### src/rtl/fir_pkg.sv
// fir_pkg
// Shared definitions for the FIR MAC sequencer slice.
//   fir_state_e      : sequencer FSM states (IDLE, MAC, HOLD)
//   DEFAULT_*        : default sample/coefficient widths and tap count
//   calc_aw()        : tap index width for a given tap count
//   calc_acc_width() : accumulator width wide enough that a full sum of
//                      N_TAPS full-precision products can never overflow
package fir_pkg;

  typedef enum logic [1:0] {
    IDLE = 2'd0,
    MAC  = 2'd1,
    HOLD = 2'd2
  } fir_state_e;

  localparam int DEFAULT_DATA_WIDTH  = 17;
  localparam int DEFAULT_COEFF_WIDTH = 17;
  localparam int DEFAULT_N_TAPS      = 16;

  function automatic int calc_aw(input int n_taps);
    return $clog2(n_taps);
  endfunction

  // One guard bit per doubling of the tap count absorbs the growth of the sum.
  function automatic int calc_acc_width(input int data_width, input int coeff_width,
                                        input int n_taps);
    return data_width + coeff_width + calc_aw(n_taps);
  endfunction

endpackage

### src/rtl/fir_mac_unit.sv
// fir_mac_unit
// Purely combinational multiply-accumulate step: acc_o = acc_i + sample_i * coef_i.
// The product is kept at full signed precision and sign-extended into the
// accumulator; no rounding or saturation.
//   sample_i : signed sample, DATA_WIDTH bits
//   coef_i   : signed coefficient, COEFF_WIDTH bits
//   acc_i    : running sum, ACC_WIDTH bits
//   acc_o    : running sum plus this product, ACC_WIDTH bits
module fir_mac_unit
  import fir_pkg::*;
#(
  parameter int DATA_WIDTH  = DEFAULT_DATA_WIDTH,
  parameter int COEFF_WIDTH = DEFAULT_COEFF_WIDTH,
  parameter int ACC_WIDTH   = calc_acc_width(DEFAULT_DATA_WIDTH, DEFAULT_COEFF_WIDTH,
                                             DEFAULT_N_TAPS)
) (
  input  logic signed [DATA_WIDTH-1:0]  sample_i,
  input  logic signed [COEFF_WIDTH-1:0] coef_i,
  input  logic signed [ACC_WIDTH-1:0]   acc_i,
  output logic signed [ACC_WIDTH-1:0]   acc_o
);

  localparam int PROD_WIDTH = DATA_WIDTH + COEFF_WIDTH;

  logic signed [PROD_WIDTH-1:0] product;

  // Widen both operands first so the multiply is evaluated at full product width.
  assign product = PROD_WIDTH'(sample_i) * PROD_WIDTH'(coef_i);
  assign acc_o   = acc_i + ACC_WIDTH'(product);

endmodule

### src/rtl/fir_mac_sequencer.sv
// fir_mac_sequencer
// Time-multiplexed FIR filter: one shared multiplier, one tap per cycle.
// Each accepted sample is written into a circular history ring, then N_TAPS
// MAC cycles compute y = sum coef[k] * x[n-k]; the result is held until the
// consumer takes it.
//   clk, rst_n      : clock, asynchronous active-low reset
//   in_valid_i      : sample offered
//   in_ready_o      : sequencer idle, sample taken when in_valid_i && in_ready_o
//   in_data_i       : signed sample
//   coef_we_i       : coefficient write strobe (honoured only while idle)
//   coef_addr_i     : coefficient index
//   coef_wdata_i    : signed coefficient value
//   out_valid_o     : result available
//   out_ready_i     : result consumed when out_valid_o && out_ready_i
//   out_data_o      : signed filter result
//   busy_o          : pass in progress or result waiting
module fir_mac_sequencer
  import fir_pkg::*;
#(
  parameter  int DATA_WIDTH  = DEFAULT_DATA_WIDTH,
  parameter  int COEFF_WIDTH = DEFAULT_COEFF_WIDTH,
  parameter  int N_TAPS      = DEFAULT_N_TAPS,
  localparam int AW          = calc_aw(N_TAPS),
  localparam int ACC_WIDTH   = calc_acc_width(DATA_WIDTH, COEFF_WIDTH, N_TAPS)
) (
  input  logic                          clk,
  input  logic                          rst_n,
  input  logic                          in_valid_i,
  output logic                          in_ready_o,
  input  logic signed [DATA_WIDTH-1:0]  in_data_i,
  input  logic                          coef_we_i,
  input  logic        [AW-1:0]          coef_addr_i,
  input  logic signed [COEFF_WIDTH-1:0] coef_wdata_i,
  output logic                          out_valid_o,
  input  logic                          out_ready_i,
  output logic signed [ACC_WIDTH-1:0]   out_data_o,
  output logic                          busy_o
);

  fir_state_e                   state_q;
  logic        [AW-1:0]         wr_ptr_q;
  logic        [AW-1:0]         k_q;
  logic signed [ACC_WIDTH-1:0]  acc_q;
  logic signed [ACC_WIDTH-1:0]  acc_d;
  logic signed [ACC_WIDTH-1:0]  out_data_q;
  logic                         out_valid_q;
  logic signed [DATA_WIDTH-1:0] ring_q [N_TAPS];
  logic signed [COEFF_WIDTH-1:0] coef_q [N_TAPS];

  logic [AW-1:0] rd_idx;
  logic          in_accept;
  logic          out_accept;
  logic          last_tap;

  // The newest sample sits at wr_ptr_q; k taps back is wr_ptr_q - k, and the
  // AW-bit subtraction wraps naturally because N_TAPS is a power of two.
  assign rd_idx     = wr_ptr_q - k_q;
  assign in_accept  = (state_q == IDLE) && in_valid_i;
  assign out_accept = out_valid_q && out_ready_i;
  assign last_tap   = (k_q == AW'(N_TAPS - 1));

  fir_mac_unit #(
    .DATA_WIDTH  (DATA_WIDTH),
    .COEFF_WIDTH (COEFF_WIDTH),
    .ACC_WIDTH   (ACC_WIDTH)
  ) u_mac (
    .sample_i (ring_q[rd_idx]),
    .coef_i   (coef_q[k_q]),
    .acc_i    (acc_q),
    .acc_o    (acc_d)
  );

  // Ready and busy decode the registered state only, so neither depends
  // combinationally on in_valid_i or out_ready_i.
  assign in_ready_o  = (state_q == IDLE);
  assign busy_o      = (state_q != IDLE);
  assign out_valid_o = out_valid_q;
  assign out_data_o  = out_data_q;

  always_ff @(posedge clk or negedge rst_n) begin
    if (!rst_n) begin
      state_q     <= IDLE;
      wr_ptr_q    <= '0;
      k_q         <= '0;
      acc_q       <= '0;
      out_valid_q <= 1'b0;
      out_data_q  <= '0;
      for (int i = 0; i < N_TAPS; i++) begin
        ring_q[i] <= '0;
        coef_q[i] <= '0;
      end
    end else begin
      case (state_q)
        IDLE: begin
          // A coefficient write on the accept edge lands before the first MAC
          // cycle reads the table, so the new pass already sees it.
          if (coef_we_i) begin
            coef_q[coef_addr_i] <= coef_wdata_i;
          end
          if (in_accept) begin
            ring_q[wr_ptr_q] <= in_data_i;
            acc_q            <= '0;
            k_q              <= '0;
            state_q          <= MAC;
          end
        end

        MAC: begin
          acc_q <= acc_d;
          k_q   <= k_q + AW'(1);
          // The final sum is captured straight from the MAC unit so the
          // result is valid on the same edge that enters HOLD.
          if (last_tap) begin
            out_data_q  <= acc_d;
            out_valid_q <= 1'b1;
            wr_ptr_q    <= wr_ptr_q + AW'(1);
            state_q     <= HOLD;
          end
        end

        HOLD: begin
          if (out_accept) begin
            out_valid_q <= 1'b0;
            state_q     <= IDLE;
          end
        end

        default: begin
          state_q <= IDLE;
        end
      endcase
    end
  end

endmodule

### config.mk
export PLATFORM = sky130hd
export DESIGN_NAME = fir_mac_sequencer
export DESIGN_NICKNAME = d
export VERILOG_FILES = /design/src/rtl/fir_pkg.sv /design/src/rtl/fir_mac_unit.sv /design/src/rtl/fir_mac_sequencer.sv
export SDC_FILE = /design/constraint.sdc
export NUM_CORES = 2
export LEC_CHECK = 0
export BUFFER_PORTS_ARGS = -buffer_cell sky130_fd_sc_hd__clkbuf_2
export CORE_MARGIN = 2
export CORE_UTILIZATION = 35
export DETAILED_ROUTE_END_ITERATION = 8
export SLEW_MARGIN = 20
export SYNTH_ARGS = -nofsm -noshare
export SYNTH_HDL_FRONTEND = slang
export SYNTH_SLANG_ARGS = --single-unit
### constraint.sdc
create_clock -name clk -period 16.6 [get_ports clk]
set_input_delay 1.66 -clock clk [delete_from_list [all_inputs] [get_ports clk]]
set_output_delay 1.66 -clock clk [all_outputs]
set_load 0.01 [all_outputs]
Word-level counts from Yosys, hierarchy flattened
Index checks and enable logic that the tools add are counted.
Cells by class
  add/sub/neg operators: 4
  multiply operators: 1
  $lt $le $gt $ge: 6
  eq/ne operators: 6
  multiplexer cells: 23
  bitwise logic cells: 4
  reduce and logical (&&, ||, !) cells: 14
Operator list (number)
  $bwmux W272: 2
  $bmux W17 S4: 2
  $demux W17 S4: 2
  $mux W17: 6
  $pmux W38 S2: 1
  $add A38 B34 Y38: 1
  $mux W38: 1
  $mul A17 B17 Y34: 1
  $ge A5 B5 Y1 const B: 4
  $not A4 Y5: 4
  $lt A5 B1 Y1 const B: 2
  $add A4 B1 Y4 const B: 2
  $pmux W4 S2: 1
  $reduce_and A2 Y1: 4
  $mux W2: 3
  $pmux W2 S3: 1
  $reduce_and A3 Y1: 2
  $reduce_bool A2 Y1: 3
  $eq A4 B4 Y1 const B: 1
  $logic_and A1 B1 Y1: 4
  $mux W4: 1
  $ne A2 B2 Y1 const B: 2
  $sub A4 B4 Y4: 1
  $eq A2 B1 Y1 const B: 1
  5 further kinds: 6
Word-level totals
  bits in registers: 631
  bits of input ports: 43
  output and inout bits: 41
  word-level logic and storage cells: 96

Logic depth before layout (Yosys ltp)
  depth in word-level cells: 8
  mapped depth: 37
  gate-level depth less buffers: 34

Hierarchy
From an unflattened synthesis, not the netlist that was laid out.
Unflattened totals
  cells, all modules: 3307
  area total of the unflattened synthesis: 41652.4 um^2
Modules (own cells, without submodules)
  fir_mac_sequencer: instances 1, cells each 1873, area each 28411.0 um^2, sequential area each 15790.1 um^2
  fir_mac_unit: instances 1, cells each 1434, area each 13241.4 um^2, sequential area each 0.0 um^2

Least setup slack after synthesis
OpenSTA, ideal clock, no wires.
  path kind: flip-flop to flip-flop
  start point: register k_q[2]
  end point: register out_data_q[35], in the netlist out_data_o[35]
  setup time: 0.127 ns
  data arrival time: 9.017 ns
  required time: 16.473 ns
  path slack: 7.456 ns
  stages on the path, launching flop included: 35
  path buffers: 5
  clock period less this slack: 9.144 ns
  cell sequence: dfrtp_1 -> buf_2 -> buf_1 -> clkbuf_1 -> inv_1 -> ha_1 -> xor2_1 -> buf_2 -> buf_4 -> a211oi_1 -> a21oi_1 -> nor2b_1 -> fa_1 -> inv_1 -> fa_1 -> inv_1 -> ha_1 -> inv_1 -> fa_1 -> inv_1 -> fa_1 -> inv_1 -> fa_1 -> inv_1 -> ha_1 -> a21oi_1 -> nand2_1 -> or3_4 -> o211ai_2 -> a21oi_1 -> a21oi_2 -> nor2_1 -> a21oi_2 -> xor2_1 -> o21ai_1
On the way
  longest elaborated chain between the ends: 7
  elaborated cells between the ends (all ways): 13
  those cells by class: add/sub: 2; mul: 1; eq/ne: 1; mux: 6; bitwise: 2; reduce/logical: 1
Ends and longest elaborated chain
  start: declaration: RTL line fir_mac_sequencer.sv:42  | logic [AW-1:0] k_q;
  start signal: assignment: RTL line fir_mac_sequencer.sv:110  | k_q <= k_q + AW'(1);
  $sub A4 B4 Y4: RTL line fir_mac_sequencer.sv:57  | assign rd_idx = wr_ptr_q - k_q;
  $not A4 Y5 (not written as such): RTL line fir_mac_sequencer.sv:67  | .sample_i (ring_q[rd_idx]),
  $bmux W17 S4: RTL line fir_mac_sequencer.sv:67
  $mux W17 (not written as such) (2 in a row): RTL line fir_mac_sequencer.sv:67
  $mul A17 B17 Y34: RTL line fir_mac_unit.sv:28  | assign product = PROD_WIDTH'(sample_i) * PROD_WIDTH'(coef_i);
  $add A38 B34 Y38: RTL line fir_mac_unit.sv:29  | assign acc_o = acc_i + ACC_WIDTH'(product);
  end signal: assignment: RTL line fir_mac_sequencer.sv:87  | out_data_q <= '0;
  end signal: assignment: RTL line fir_mac_sequencer.sv:114  | out_data_q <= acc_d;
  end: declaration: RTL line fir_mac_sequencer.sv:45  | logic signed [ACC_WIDTH-1:0] out_data_q;
Parallel ways exist; a longest one is shown, timed or not. The select of a mux whose other input is x is not followed.
A chain may end at the register's enable or synchronous reset.

Worst setup path after layout
  start point: register k_q[0]
  end point: register out_data_q[35], in the netlist out_data_o[35]
Same word-level chain as after synthesis.

==> metrics.md <==
| Metric | Value |
|---|---|
| Status | complete, no violations |
| Synth async-reset ratio | 100.0% |
| Vias in the first global route | 26.41k |
| Max Slew Vio Count | 0 |
| Critical path buffers and inverters | 9 |
| Clk Latency, worst-skew pair | 0.63 ns |
| Startpoint Class | flip-flop |
| Slew headroom | 24.98% |
| DP Wirelength | 64.78 mm |
| WP data required | 17.07 ns |
| Most frequent cells in the layout | 629 x dfrtp_1, 556 x mux2_2, 443 x inv_1, 366 x fa_1, 239 x nand2_1 |
| CTS H-tree depth | 3 |
| CP max-delay cell | fa_4 |
| Wire per inst | 20.24 microns |
| Syn avg cell area | 12.68 sq um |
| Initial core utilization | 35.36% |
| Synth Cell Area | 41150 sq um |
| Setup Viol. Count Final | 0 |
| Buffers added on ports | 83 |
| Final setup skew | 0.03131 ns |
| Kind of critical path | reg -> reg |
| Vias post-DR | 24.39k |
| Die Height | 346.9 microns |
| CP delay by family, top | adder cells |
| Fin crit period | 10.29 ns |
| Complex-gate fraction of the synthesized area | 2.743% |
| Worst-Margin Slew | 1.123 ns |
| Clk sink count | 631 |
| XOR/XNOR Fraction of Synth Area | 0.9974% |
| Worst hold slack | 0.4725 ns |
| Simple-gate portion of the synthesized area | 6.438% |
| Post-CTS Hold Buffers | 0 |
| Vias per cell | 5.025 |
| Post-synthesis sequential area ratio | 38.38% |
| Post-CTS Setup Bufs | 0 |
| Initial antenna violation count | 10 |
| RSZ-0062 raised after global routing | no |
| Fmax | 0.09715 GHz |
| Critical Path Max Stage Delay | 1.14 ns |
| First-pass GRT wire length | 157.5 mm |
| Hold Vio Cnt, Final | 0 |
| Root Driver | clkbuf_16 |
| Die W | 346.9 microns |
| Adder-cell share of the synthesized area | 21.44% |
| Pin count of the biggest net entering global routing | 169 |
| Crit-path max FO | 36 |
| Max Cap Viol | 0 |
| Die area | 120300 sq um |
| CTS tree | done |
| Post-synth EDFFs | 0 |
| GR Util All Layers | 16.73% |
| Fin crit share | 62.01% |
| Layout area overhead | 10.83% |
| Post-synthesis cell type count | 54 |
| DRT Wirelength | 98.26 mm |
| Setup TNS | 0 ns |
| Max Root-Sink Buffers | 3 |
| Syn Nets | 3774 |
| Yosys reg bits | 631 |
| Multiplexer area fraction after synthesis | 23.93% |
| Worst min-delay path class | reg -> reg |
| Num ports | 84 |
| Main combinational cell family by area after synthesis | multiplexers |
| RePlAce Congestion | 0.8165 |
| Top_reg_cell synth | dfrtp_1 |
| WP data arrival | 10.76 ns |
| GRT overflow | 0 |
| Filler instances | 11.05k |
| DRC violations left | 0 |
| Num CTS Buffers | 70 |
| Nets@finish | 3809 |
| Core Rows | 125 |
| CP endpoint kind | flip-flop |
| Core Box Area | 116400 sq um |
| Layout cells sized above 1 | 30.01% |
| Post-route ant nets | 0 |
| DRT Pass-1 Iters | 5 |
| Total of warnings raised by yosys | 0 |
| Synth Instances | 3246 |
| Most common cell after layout, fill and taps aside | dfrtp_1 |
| Clock transition at path regs | 0.06 ns |
| DRT iter0 DRCs | 1406 |
| Post-cts resize count | 0 |
-- cells in the mapped netlist (all sizes together), types with 52 or more instances --
| library cell | count | area, sq um |
|---|---|---|
| fa | 367 | 7347 |
| mux4 | 148 | 3333 |
| nor2b | 101 | 631.9 |
| mux2 | 557 | 6272 |
| clkbuf | 77 | 290.3 |
| nand2 | 240 | 900.9 |
| a21oi | 52 | 301.5 |
| ha | 118 | 1476 |
| inv | 443 | 1663 |
| o21ai | 84 | 424.2 |
| nor2 | 67 | 254.0 |
| buf | 97 | 545.5 |
| dfrtp | 631 | 15790 |
-- stage by stage --
| stage | cell area (sq um) | util, % | setup WS [ns] | std cells |
|---|---|---|---|---|
| final | 45600 | 39.19 | 6.307 | 4854 |
| after global routing | 45600 | 39.19 | 5.614 | 4854 |
| after floorplan | 41150 | - | 7.456 | 3246 |
| after CTS | 45600 | 39.18 | 6.194 | 4853 |
| after global placement | 43270 | 37.19 | 6.284 | 4733 |
| after detailed placement | 43280 | 37.19 | 6.221 | 4733 |
-- tightest hold or removal path: stages (launching register included) --
cell     delay [ns]
dfrtp_1        0.34
nand2_1        0.05
nand2_1        0.05
-- metal layers --
layer  vias to the layer above  track usage [%]  share of wire (%)
met3                       118            2.620                4.1
met2                       411            27.47                 48
met1                     13025            23.38                 47
met4                        10            3.656                1.6
met5                         -                0              0.051
li1                      10825                -                  -
-- path summary, 6_finish.rpt --
check | start | endpoint | slack, ns | cells past startpoint
setup / recovery | k_q[0] | out_data_o[35] | 6.31 | 33
max in group asynchronous | rst_n | out_data_o[20] | 12.51 | 4
setup reg to reg | k_q[0] | out_data_o[35] | 6.31 | 33
min in group asynchronous | rst_n | coef_q[25] | 1.10 | 1
hold reg to reg | out_data_o[3] | out_data_o[3] | 0.47 | 2
hold / removal | out_data_o[3] | out_data_o[3] | 0.47 | 2
-- layout make-up --
cell class                      count  area [sq um]  share of cell area (%)
Clock inverter                     20         299.0                  0.6557
Inverter                          443          1663                   3.646
Sequential cell                   631         15800                   34.64
Antenna cell                        1         2.502                0.005487
Timing Repair Buffer              137         843.3                   1.849
Tap cell                         1524          1907                   4.181
Clock buffer                      100          2016                   4.420
Multi-Input combinational cell   1998         23070                   50.60
-- sequential cells by signal, summed over array words and instances (netlist names) --
signal / flops
out_valid_o: 1
out_data_o: 38
acc_q: 38
state_q: 2
ring_q: 272
k_q: 4
wr_ptr_q: 4
coef_q: 272
-- logic make-up (layout without fill, tap and decap cells) --
group / Yosys count / count (layout)
other: 0 / 1
adders and majority gates: 485 / 485
muxes: 729 / 729
buffers and inverters: 617 / 700
xor gates and xnor gates: 46 / 46
and+or+nand+nor: 551 / 551
DFF: 631 / 631
AOI/OAI and AO/OA: 187 / 187
Power is left out: the tool's default activity adds up to more than one toggle a clock period on the data nets, which glitch-free logic cannot reach.
